==> src/rtl/riscv_mtimer_pkg.sv <==
// Shared machine-timer definitions: register offsets, dmem_op encodings, byte-lane helpers.
// Latency: none (pure definitions). Backpressure: not applicable.
package riscv_mtimer_pkg;

    localparam logic [1:0] MTIME_LO    = 2'd0;
    localparam logic [1:0] MTIME_HI    = 2'd1;
    localparam logic [1:0] MTIMECMP_LO = 2'd2;
    localparam logic [1:0] MTIMECMP_HI = 2'd3;

    // dmem_op[1:0] sizes; 2'd1 also decodes as a byte access.
    localparam logic [1:0] OP_BYTE  = 2'd0;
    localparam logic [1:0] OP_HALF  = 2'd2;
    localparam logic [1:0] OP_WORD  = 2'd3;
    localparam int         OP_STORE = 2;

    function automatic logic [3:0] lane_mask(input logic [1:0] size, input logic [1:0] a);
        case (size)
            OP_HALF: return a[1] ? 4'b1100 : 4'b0011;
            OP_WORD: return 4'b1111;
            default: return 4'b0001 << a;
        endcase
    endfunction

    // Byte offset of the access after masking addr[1:0] to the access alignment.
    function automatic logic [1:0] lane_off(input logic [1:0] size, input logic [1:0] a);
        case (size)
            OP_HALF: return {a[1], 1'b0};
            OP_WORD: return 2'd0;
            default: return a;
        endcase
    endfunction

    function automatic logic [31:0] size_mask(input logic [1:0] size);
        case (size)
            OP_HALF: return 32'h0000_ffff;
            OP_WORD: return 32'hffff_ffff;
            default: return 32'h0000_00ff;
        endcase
    endfunction

    function automatic logic [31:0] lane_merge(input logic [31:0] old_w, input logic [31:0] new_w,
                                               input logic [3:0] mask);
        logic [31:0] r;
        for (int i = 0; i < 4; i++) begin
            r[8*i +: 8] = mask[i] ? new_w[8*i +: 8] : old_w[8*i +: 8];
        end
        return r;
    endfunction

endpackage

==> src/rtl/riscv_mtimer_prescaler.sv <==
// mtime tick divider: one tick every PRESCALE enabled cycles, combinational tick output.
// Latency: tick is combinational from count_en. Backpressure: none; count_en low freezes the count.
module riscv_mtimer_prescaler #(
    parameter int PRESCALE = 1
) (
    input  logic clk,
    input  logic rst,
    input  logic count_en,
    output logic tick
);
    localparam logic [15:0] LAST = 16'(PRESCALE - 1);

    logic [15:0] pcount;

    assign tick = count_en & (pcount == LAST);

    always_ff @(posedge clk) begin
        if (rst) begin
            pcount <= '0;
        end else if (tick) begin
            pcount <= '0;
        end else if (count_en) begin
            pcount <= pcount + 16'd1;
        end
    end

endmodule

==> src/rtl/riscv_mtimer.sv <==
// RISC-V machine timer (mtime/mtimecmp) on the data bus; loads return 1 cycle later, stores take 1 cycle.
// Backpressure: none, a request every cycle is accepted. MTIMER_SNAPSHOT_EN adds a tear-free hi snapshot.
module riscv_mtimer
    import riscv_mtimer_pkg::*;
#(
    parameter logic [31:0] BASE     = 32'h0000c000,
    parameter int          PRESCALE = 1
) (
    input  logic        clk,
    input  logic        rst,
    input  logic        valid,
    input  logic [2:0]  dmem_op,
    input  logic [31:0] addr,
    input  logic [31:0] wdata,
    output logic        sel,
    output logic [31:0] rdata,
    output logic        rvalid,
    input  logic        count_en,
    output logic        timer_irq
);
    logic [63:0] mtime, mtimecmp, mtime_nxt, mtimecmp_nxt;
    logic        tick, store, load;
    logic [1:0]  reg_idx, off;
    logic [3:0]  mask;
    logic [31:0] wsh, rword, hi_rd;

    assign sel     = valid & (addr[31:4] == BASE[31:4]);
    assign store   = sel & dmem_op[OP_STORE];
    assign load    = sel & ~dmem_op[OP_STORE];
    assign reg_idx = addr[3:2];
    assign off     = lane_off(dmem_op[1:0], addr[1:0]);
    assign mask    = lane_mask(dmem_op[1:0], addr[1:0]);
    assign wsh     = wdata << {off, 3'b000};

    riscv_mtimer_prescaler #(.PRESCALE(PRESCALE)) u_prescaler (
        .clk      (clk),
        .rst      (rst),
        .count_en (count_en),
        .tick     (tick)
    );

    // A store to either mtime half swallows a coincident tick entirely, so no carry leaks across halves.
    always_comb begin
        mtime_nxt    = mtime;
        mtimecmp_nxt = mtimecmp;
        if (store && reg_idx == MTIME_LO) begin
            mtime_nxt[31:0] = lane_merge(mtime[31:0], wsh, mask);
        end else if (store && reg_idx == MTIME_HI) begin
            mtime_nxt[63:32] = lane_merge(mtime[63:32], wsh, mask);
        end else if (tick) begin
            mtime_nxt = mtime + 64'd1;
        end
        if (store && reg_idx == MTIMECMP_LO) begin
            mtimecmp_nxt[31:0] = lane_merge(mtimecmp[31:0], wsh, mask);
        end
        if (store && reg_idx == MTIMECMP_HI) begin
            mtimecmp_nxt[63:32] = lane_merge(mtimecmp[63:32], wsh, mask);
        end
    end

`ifdef MTIMER_SNAPSHOT_EN
    logic [31:0] snap;

    always_ff @(posedge clk) begin
        if (rst) begin
            snap <= '0;
        end else if (load && reg_idx == MTIME_LO) begin
            snap <= mtime[63:32];
        end
    end

    assign hi_rd = snap;
`else
    assign hi_rd = mtime[63:32];
`endif

    always_comb begin
        case (reg_idx)
            MTIME_LO:    rword = mtime[31:0];
            MTIME_HI:    rword = hi_rd;
            MTIMECMP_LO: rword = mtimecmp[31:0];
            default:     rword = mtimecmp[63:32];
        endcase
    end

    always_ff @(posedge clk) begin
        if (rst) begin
            mtime     <= '0;
            mtimecmp  <= '1;
            rdata     <= '0;
            rvalid    <= 1'b0;
            timer_irq <= 1'b0;
        end else begin
            mtime     <= mtime_nxt;
            mtimecmp  <= mtimecmp_nxt;
            timer_irq <= (mtime >= mtimecmp);
            rvalid    <= load;
            if (load) begin
                rdata <= (rword >> {off, 3'b000}) & size_mask(dmem_op[1:0]);
            end
        end
    end

endmodule

==> config.mk <==
export PLATFORM = sky130hd
export DESIGN_NAME = riscv_mtimer
export DESIGN_NICKNAME = d
export VERILOG_FILES = /design/src/rtl/riscv_mtimer_pkg.sv /design/src/rtl/riscv_mtimer_prescaler.sv /design/src/rtl/riscv_mtimer.sv
export SDC_FILE = /design/constraint.sdc
export NUM_CORES = 1
export LEC_CHECK = 0
export CORE_MARGIN = 2
export CORE_UTILIZATION = 52
export CTS_BUF_LIST = sky130_fd_sc_hd__clkbuf_8
export DETAILED_ROUTE_END_ITERATION = 7
export DONT_BUFFER_PORTS = 1
export PLACE_DENSITY = 0.66
export SLEW_MARGIN = 30
export SYNTH_ARGS = -nofsm -noshare
export SYNTH_HDL_FRONTEND = slang
export SYNTH_HIERARCHICAL = 1
export SYNTH_SLANG_ARGS = --single-unit
==> constraint.sdc <==
create_clock -name clk -period 6.3 [get_ports clk]
set_clock_uncertainty 0.1 [all_clocks]
set_input_delay 0.63 -clock clk [delete_from_list [all_inputs] [get_ports clk]]
set_output_delay 0.63 -clock clk [all_outputs]
set_load 0.01 [all_outputs]
Word-level counts from Yosys, hierarchy flattened:

Cells that the tools add are included.

* register bits: 178
* input bits: 71
* output and inout port bits: 35
* word-level logic and storage cells: 88

* $add $sub $neg: 2
* order comparisons: 1
* equal/unequal tests: 15
* shift-type cells: 3
* mux-type cells: 15
* bitwise operators: 7
* reductions and logical operators: 25

Operators with widths (number)
* 2-to-1 mux 32 bit: 5
* one-hot mux 32 bit (3 select lines): 1
* adder 64 x 1 -> 64 bit (second input constant): 1
* greater-or-equal comparator 64 bit: 1
* 2-to-1 mux 64 bit: 1
* one-hot mux 32 bit (2 select lines): 1
* AND 32 bit: 1
* 2-to-1 mux 8 bit: 4
* left shift 32 x 5 -> 32 bit: 1
* >> shifter 32 x 5 -> 32 bit: 1
* == test 28 x 12 -> 1 bit (second input constant): 1
* AND reduction 3 bit: 8
* inequality test 2 bit (second input constant): 9
* adder 16 x 1 -> 16 bit (second input constant): 1
* zero test 16 bit: 1
* AND reduction 2 bit: 8
* == test 2 bit (second input constant): 4
* one-hot mux 4 bit (2 select lines): 1
* AND 1 bit: 4
* logical AND 1 bit: 4
* 2-to-1 mux 4 bit: 1
* one-hot mux 2 bit (2 select lines): 1
* nonzero test 2 bit: 2
* left shift 1 x 2 -> 4 bit (first input constant): 1
* other kinds (4): 5

Longest topological paths before layout:

Gate-level depths: netlist of run 1.

* depth in word-level cells: 6
* gate-level depth with buffers: 10
* gate-level depth less buffers: 9

Modules after synthesis:

The synthesis of run 1 kept the hierarchy.

By module, submodules not included
* riscv_mtimer: instances 1, cells each 1405, area an instance 11277.1 um2, sequential area each 3243.1 um2
* riscv_mtimer_prescaler: instances 1, cells each 85, area an instance 790.8 um2, sequential area each 320.3 um2

Worst setup path before layout of run 1:

OpenSTA, ideal clock, no wires.

* path type: input to register
* start: input port addr[28]
* end: register mtime[50]
* setup time: 0.117 ns
* arrival time: 2.272 ns
* data required time: 6.083 ns
* slack: 3.811 ns
* stages: 8
* buffers on the path: 2
* cells stage by stage: nor3_1 -> and4_1 -> buf_2 -> nand4_2 -> buf_2 -> o21ai_2 -> o21ai_0 -> a32o_1

* longest elaborated chain between the ends: 6
* elaborated cells between the ends (all ways): 10
* those cells by class: eq/ne (2); mux (1); bitwise (3); reduce/logical (4)

RTL lines
* from (decl): RTL line riscv_mtimer.sv:13 `input logic [31:0] addr,`
* == test 28 x 12 -> 1 bit *: RTL line riscv_mtimer.sv:27 `assign sel = valid & (addr[31:4] == BASE[31:4]);`
* AND 1 bit *: RTL line riscv_mtimer.sv:27
* AND 1 bit *: RTL line riscv_mtimer.sv:28 `assign store = sel & dmem_op[OP_STORE];`
* logical AND 1 bit, on equally long branches: RTL line riscv_mtimer.sv:48, riscv_mtimer.sv:46
* inequality test 2 bit (no source line), or another cell as far along
* AND reduction 3 bit (no source line)
* to (signal assigned): RTL line riscv_mtimer.sv:94 `mtime <= mtime_nxt;`
* to (decl): RTL line riscv_mtimer.sv:21 `logic [63:0] mtime, mtimecmp, mtime_nxt, mtimecmp_nxt;`

Every way passes the cells marked *; elsewhere a longest branch is shown, timed or not.
A chain may end at the register's enable or synchronous reset.

Worst setup path after layout of run 1:

* start: register mtime[17]
* end: register timer_irq

* longest elaborated chain between the ends: 1

RTL lines
* greater-or-equal comparator 64 bit: RTL line riscv_mtimer.sv:96 `timer_irq <= (mtime >= mtimecmp);`
* to (signal assigned): RTL line riscv_mtimer.sv:96
* to (decl): RTL line riscv_mtimer.sv:19 `output logic timer_irq`

No other way between the ends.

==> metrics.txt, run 1 <==
status=finished, final reports clean; FFs w/ async S/R, synth=0%; Mean Syn Cell Area=8.099 um2; CTS buffer count=17; R2R Setup Slk=3050 ps; setup ws final=3049 ps; Worst Hold Class=input port to register; die outline height=156.3 um; clk sinks=178; Synthesized Nets=1628; max_slew headroom=21.08%; Clk pwr share=37.4%; htree depth=4; CP required=6570 ps; Switching Share=30.50%; # DRC=0; Max VDD drop=0.1140 mV; Area growth, synth to finish=3.536%; most frequent cells after synthesis=197 x nand2_1, 178 x dfxtp_1, 129 x a21oi_1; Post-Syn Area=0.01207 mm2; GPL Wtd Cong=0.9815; FMAX=0.3076 GHz; RSZ-0062 raised after global routing=false; Worst-path clk slew=120 ps; Main synth FF type=dfxtp_1; wire per inst=23.87 um; antenna cell count=0; post-synth cell types=83; Post-CTS Hold Buffers=0; top cells by area, synth=dfxtp_1 30%, ha_1 6.9%, nand2_1 6.1%; worst-path fanout max=7; setup bufs post-CTS=0; fraction of layout cells with a size suffix above 1=9.325%; #FFs+latches synth=178; IO Pins=106; Routed Wire Length=41.10 mm; fillers=2166; die width=156.3 um; TritonCTS clock tree=yes; Hold Vio Cnt, Final=0; core area=0.02271 mm2; Worst Tran Pin Value=1154 ps; Placement Setup Slack=2588 ps; min Tclk post-route=3251 ps; Power Internal=1492 uW; vias in the first global route=10600; Critical Path Sink Type=register; die area=0.02444 mm2; crit start category=register; max cap viols=0; largest net degree at the start of global routing=100; antenna viol nets, final=0; placed cells=1689; antenna violations before repair=1; Vias per Instance=6.782; Yosys warnings=6; Setup TNS=0 ps; final period utilization=51.61%; final non-filler cell total=1722; crit path DAT=3520 ps; PostCTS Resize Cnt=0; sequential area share after synthesis=29.53%; register area=0.003563 mm2; fin. max-slew vios=0; Iteration-0 DRC Markers=1436; Post-Synthesis Cells=1490; nets@finish=1562; Worst-Skew Late Latency=500 ps; Row Count=55; crit path kind=register to register; final setup vio count=0; GRT Util Overall=33.79%; Pwr per Cell Area=171.8 mW/mm2; Detail Placement HPWL=29.52 mm; initial core utilization=53.14%; Comb pwr share=10.0%; CTS root buffer=clkbuf_8; via count=11680; Pre-Repair DR Iteration Count=6; part of the power in registers=52.6%; Clock Tree Buf Depth=2; most instantiated library cell after synthesis=nand2_1; multi-input logic area=0.007742 mm2; switching pwr=654.5 uW; cell taking the most area after synthesis=dfxtp_1; PortBufs=0; first-pass GRT wire length=63.20 mm; grt total ovfl=0; share of the synthesized area in the top cell type=29.53%; Pleak=0.005337 uW; Post-synth EDFFs=0
## power groups by stage
stage / sequential, uW / clock (uW) / combinational [uW]
3_3_place_gp: 1160 / 0 / 203
3_5_place_dp: 1160 / 0 / 205
2_1_floorplan: 1150 / 0 / 159
6_report: 1130 / 803 / 214
4_1_cts: 1130 / 807 / 205
5_1_grt: 1130 / 853 / 225
## critical path, stage by stage (launching register included)
cell	delay [ps]
dfxtp_1	510
ha_1	300
a21o_1	190
a221o_1	330
a221oi_1	810
nand4_1	150
o21ai_0	510
o21ai_0	210
## metal layers
layer,global-route usage (%),wire (um),part of all wire (%),vias up
met3,7.006,4084,9.9,90
met4,13.67,1619,3.9,0
met1,47.39,17560,43,5577
met2,50.64,17840,43,605
met5,0,0,0,-
li1,-,-,-,5407
## logic make-up after synthesis
group | Yosys count | synth area share [%]
xor gates and xnor gates | 13 | 0.9435
adders and majority gates | 67 | 6.947
buffers and inverters | 183 | 6.480
DFF | 178 | 29.53
muxes | 68 | 9.196
and+or+nand+nor | 568 | 25.17
AOI/OAI and AO/OA | 413 | 21.73
## cells in the final DEF, fill, tap and decap left out, drive strengths merged, types with 18 or more instances in the layout
cell / Yosys / layout
a21oi: 130 / 130
mux4: 32 / 32
nand2: 198 / 198
o211ai: 59 / 59
dfxtp: 178 / 178
o21ai: 94 / 94
inv: 84 / 92
nand3: 90 / 90
and2: 19 / 19
nor4: 23 / 23
ha: 67 / 67
nor2: 93 / 93
nand4: 43 / 43
mux2i: 19 / 19
and4: 18 / 18
nor3: 40 / 40
## worst paths after layout
check / to / start / depth (start not counted)
worst min register to register: mtimecmp[35]$_SDFFE_PP1P_ / mtimecmp[35]$_SDFFE_PP1P_ / 2
worst max-delay path: timer_irq$_SDFF_PP0_ / mtime[17]$_SDFFE_PP0P_ / 7
worst max register to register: timer_irq$_SDFF_PP0_ / mtime[17]$_SDFFE_PP0P_ / 7
worst min-delay path: mtime[11]$_SDFFE_PP0P_ / rst / 1
## sequential cells by signal, summed over array words and instances (netlist names)
name                cells
timer_irq               1
rdata                  32
u_prescaler/pcount     16
mtime                  64
rvalid                  1
mtimecmp               64
## metrics by stage
step | power, uW | util, % | hold WS (ps) | area [um2]
2_1_floorplan | 1314 | - | 356.7 | 12070
3_3_place_gp | 1359 | 53.14 | 371.0 | 12070
3_5_place_dp | 1360 | 53.14 | 381.1 | 12070
4_1_cts | 2142 | 54.86 | 92.68 | 12460
5_1_grt | 2209 | 55.02 | 95.86 | 12490
6_report | 2146 | 55.02 | 110.6 | 12490
## layout make-up
type                            instances  area share (%)
Multi-Input combinational cell       1129           61.97
Sequential cell                       178           28.52
Tap cell                              285           2.854
Inverter                               84           2.524
Clock buffer                           17           1.873
Clock inverter                         15           1.262
Timing Repair Buffer                   14           1.001
Note: power is estimated with default switching activity, not from simulation.
==> run 2: changes to the inputs <==
- PLACE_DENSITY: 0.66 -> 0.69
- clock period: 6.3 -> 2.8 ns (I/O delays scaled with it)
==> run 2 against run 1 <==
Global-route usage is 1.6 points higher. Sequential share of layout area is 1.6 points lower. Setup slack worse by 2900 ps. Wire length is 4.6% higher. Cell count is 4.6% higher. Power is 130% higher. Die area stayed put. Register-to-register slack worse by 2900 ps. Sequential cell count stayed put. Count of clock-buffer cells in the layout stayed put. Critical path type unchanged. Highest routed layer is now met5.
==> metrics.txt, run 2 (synthesis results as in run 1) <==
Vias per Instance=6.744 (was 6.782); htree depth=4 (unchanged); Area growth, synth to finish=9.663% (was 3.536%); Worst Hold Class=input port to register (unchanged); Worst-path clk slew=110 ps (was 120 ps); nets@finish=1642 (was 1562); initial core utilization=53.14% (unchanged); crit path kind=register to register (unchanged); antenna viol nets, final=0 (unchanged); die area=0.02444 mm2 (unchanged); Max VDD drop=0.3118 mV (was 0.1140 mV); first-pass GRT wire length=65.71 mm (was 63.20 mm); TritonCTS clock tree=yes (unchanged); Critical Path Sink Type=register (unchanged); placed cells=1753 (was 1689); via count=12150 (was 11680); CTS root buffer=clkbuf_8 (unchanged); largest net degree at the start of global routing=98 (was 100); Pwr per Cell Area=377.6 mW/mm2 (was 171.8 mW/mm2); min Tclk post-route=2673 ps (was 3251 ps); GRT Util Overall=35.40% (was 33.79%); antenna cell count=0 (unchanged); crit path DAT=2940 ps (was 3520 ps); CP required=3070 ps (was 6570 ps); Routed Wire Length=42.98 mm (was 41.10 mm); Top Registers=mtime x64, mtimecmp x64, rdata x32 (unchanged); die outline height=156.3 um (unchanged); Comb pwr share=11.5% (was 10.0%); Clock Tree Buf Depth=2 (unchanged); max cap viols=0 (unchanged); part of the power in registers=50.8% (was 52.6%); switching pwr=1578 uW (was 654.5 uW); Row Count=55 (unchanged); Detail Placement HPWL=31.35 mm (was 29.52 mm); Pleak=0.005760 uW (was 0.005337 uW); Clk pwr share=37.7% (was 37.4%); grt total ovfl=0 (unchanged); worst-path fanout max=7 (unchanged); RSZ-0062 raised after global routing=false (unchanged); fin. max-slew vios=0 (unchanged); Worst-Skew Late Latency=500 ps (about the same); FMAX=0.3741 GHz (was 0.3076 GHz); status=finished, final reports clean (unchanged); Pre-Repair DR Iteration Count=8 (was 6); commonest non-fill, non-tap cell in the layout=nand2_1 (unchanged); Iteration-0 DRC Markers=1651 (was 1436); Worst Tran Pin Value=937.9 ps (was 1154 ps); PortBufs=0 (unchanged); final non-filler cell total=1802 (was 1722); core area=0.02271 mm2 (unchanged); Power Internal=3419 uW (was 1492 uW); Hold Vio Cnt, Final=0 (unchanged); final setup vio count=0 (unchanged); GPL Wtd Cong=0.9905 (was 0.9815); CTS buffer count=17 (unchanged); worst reg2reg path depth=8 (was 7); IO Pins=106 (unchanged); antenna violations before repair=1 (unchanged); most frequent cells in the layout=197 x nand2_1, 178 x dfxtp_1, 129 x a21oi_1, 93 x nor2_1, 85 x nand3_1 (unchanged); final period utilization=95.47% (was 51.61%); Switching Share=31.58% (was 30.50%); die width=156.3 um (unchanged); cell count of the worst hold path=2 (was 1); wire per inst=23.85 um (was 23.87 um); Setup TNS=0 ps (unchanged); fraction of layout cells with a size suffix above 1=13.38% (was 9.325%); vias in the first global route=11160 (was 10600); clk sinks=178 (unchanged); crit start category=register (unchanged); max_slew headroom=37.24% (was 21.08%); # DRC=0 (unchanged)
run 2: changes by cell type in the layout (fill, tap and decap cells not counted), moves of 2 or more:
cell	change
buf_12	+5
and4_1	-2
dlygate4sd3_1	+15
and4_2	+2
clkinv_8	+4
inv_6	-2
buf_4	+60
run 2: timing repair:
action / in CTS / in global routing
hold buffers: 16 / 0
hold endpoints to repair: 116 / 0
gates resized for setup: 0 / 4
setup buffers: 0 / 1
setup endpoints to repair: 0 / 7
run 2: final timing paths:
kind,startpoint,slack [ps],end
worst max-delay path,mtime[0]$_SDFFE_PP0P_,130,timer_irq$_SDFF_PP0_
worst min-delay path,rst,40,mtimecmp[49]$_SDFFE_PP1P_
worst max register to register,mtime[0]$_SDFFE_PP0P_,130,timer_irq$_SDFF_PP0_
worst min register to register,mtimecmp[22]$_SDFFE_PP1P_,400,mtimecmp[22]$_SDFFE_PP1P_
run 2: power groups by stage:
stage               clock network (uW)  registers [uW]  logic, uW
CTS                               1900            2540        553
global placement                     0            2600        494
floorplan                            0            2600        359
finish                            1880            2540        573
global route                      2020            2540        597
detailed placement                   0            2600        496
run 2: layout make-up:
class | count | area [um2]
Fill cell | 2107 | 9475
Multi-Input combinational cell | 1129 | 7749
Sequential cell | 178 | 3563
Timing Repair Buffer | 94 | 825.8
Tap cell | 285 | 356.6
Inverter | 84 | 315.3
Clock buffer | 17 | 234.0
Clock inverter | 15 | 190.2
run 2: per-layer routing:
metal,vias to the layer above,wire length (um),track usage (%)
met2,749,18220,52.95
met1,5693,17150,47.19
li1,5570,-,-
met5,-,14,0
met3,138,5069,8.890
met4,2,2516,18.39
run 2: critical path, stage by stage (launching register included):
cell and delay [ps]:
dfxtp_1 460, inv_1 70, ha_1 280, nand2b_1 140
a2111o_1 410, a21oi_1 330, o22ai_1 160, o21ai_0 450
o21ai_0 160
run 2: through the flow:
step                util (%)  worst slack [ps]  area (um2)  power [uW]  hold WS [ps]
CTS                    58.18             32.10       13210        4995         23.71
global placement       55.53             69.20       12610        3093         268.7
floorplan                  -             510.8       12070        2956         318.6
finish                 58.28             126.8       13230        4997         39.91
global route           58.28             3.104       13230        5162         41.20
detailed placement     55.53             50.58       12610        3095         264.0
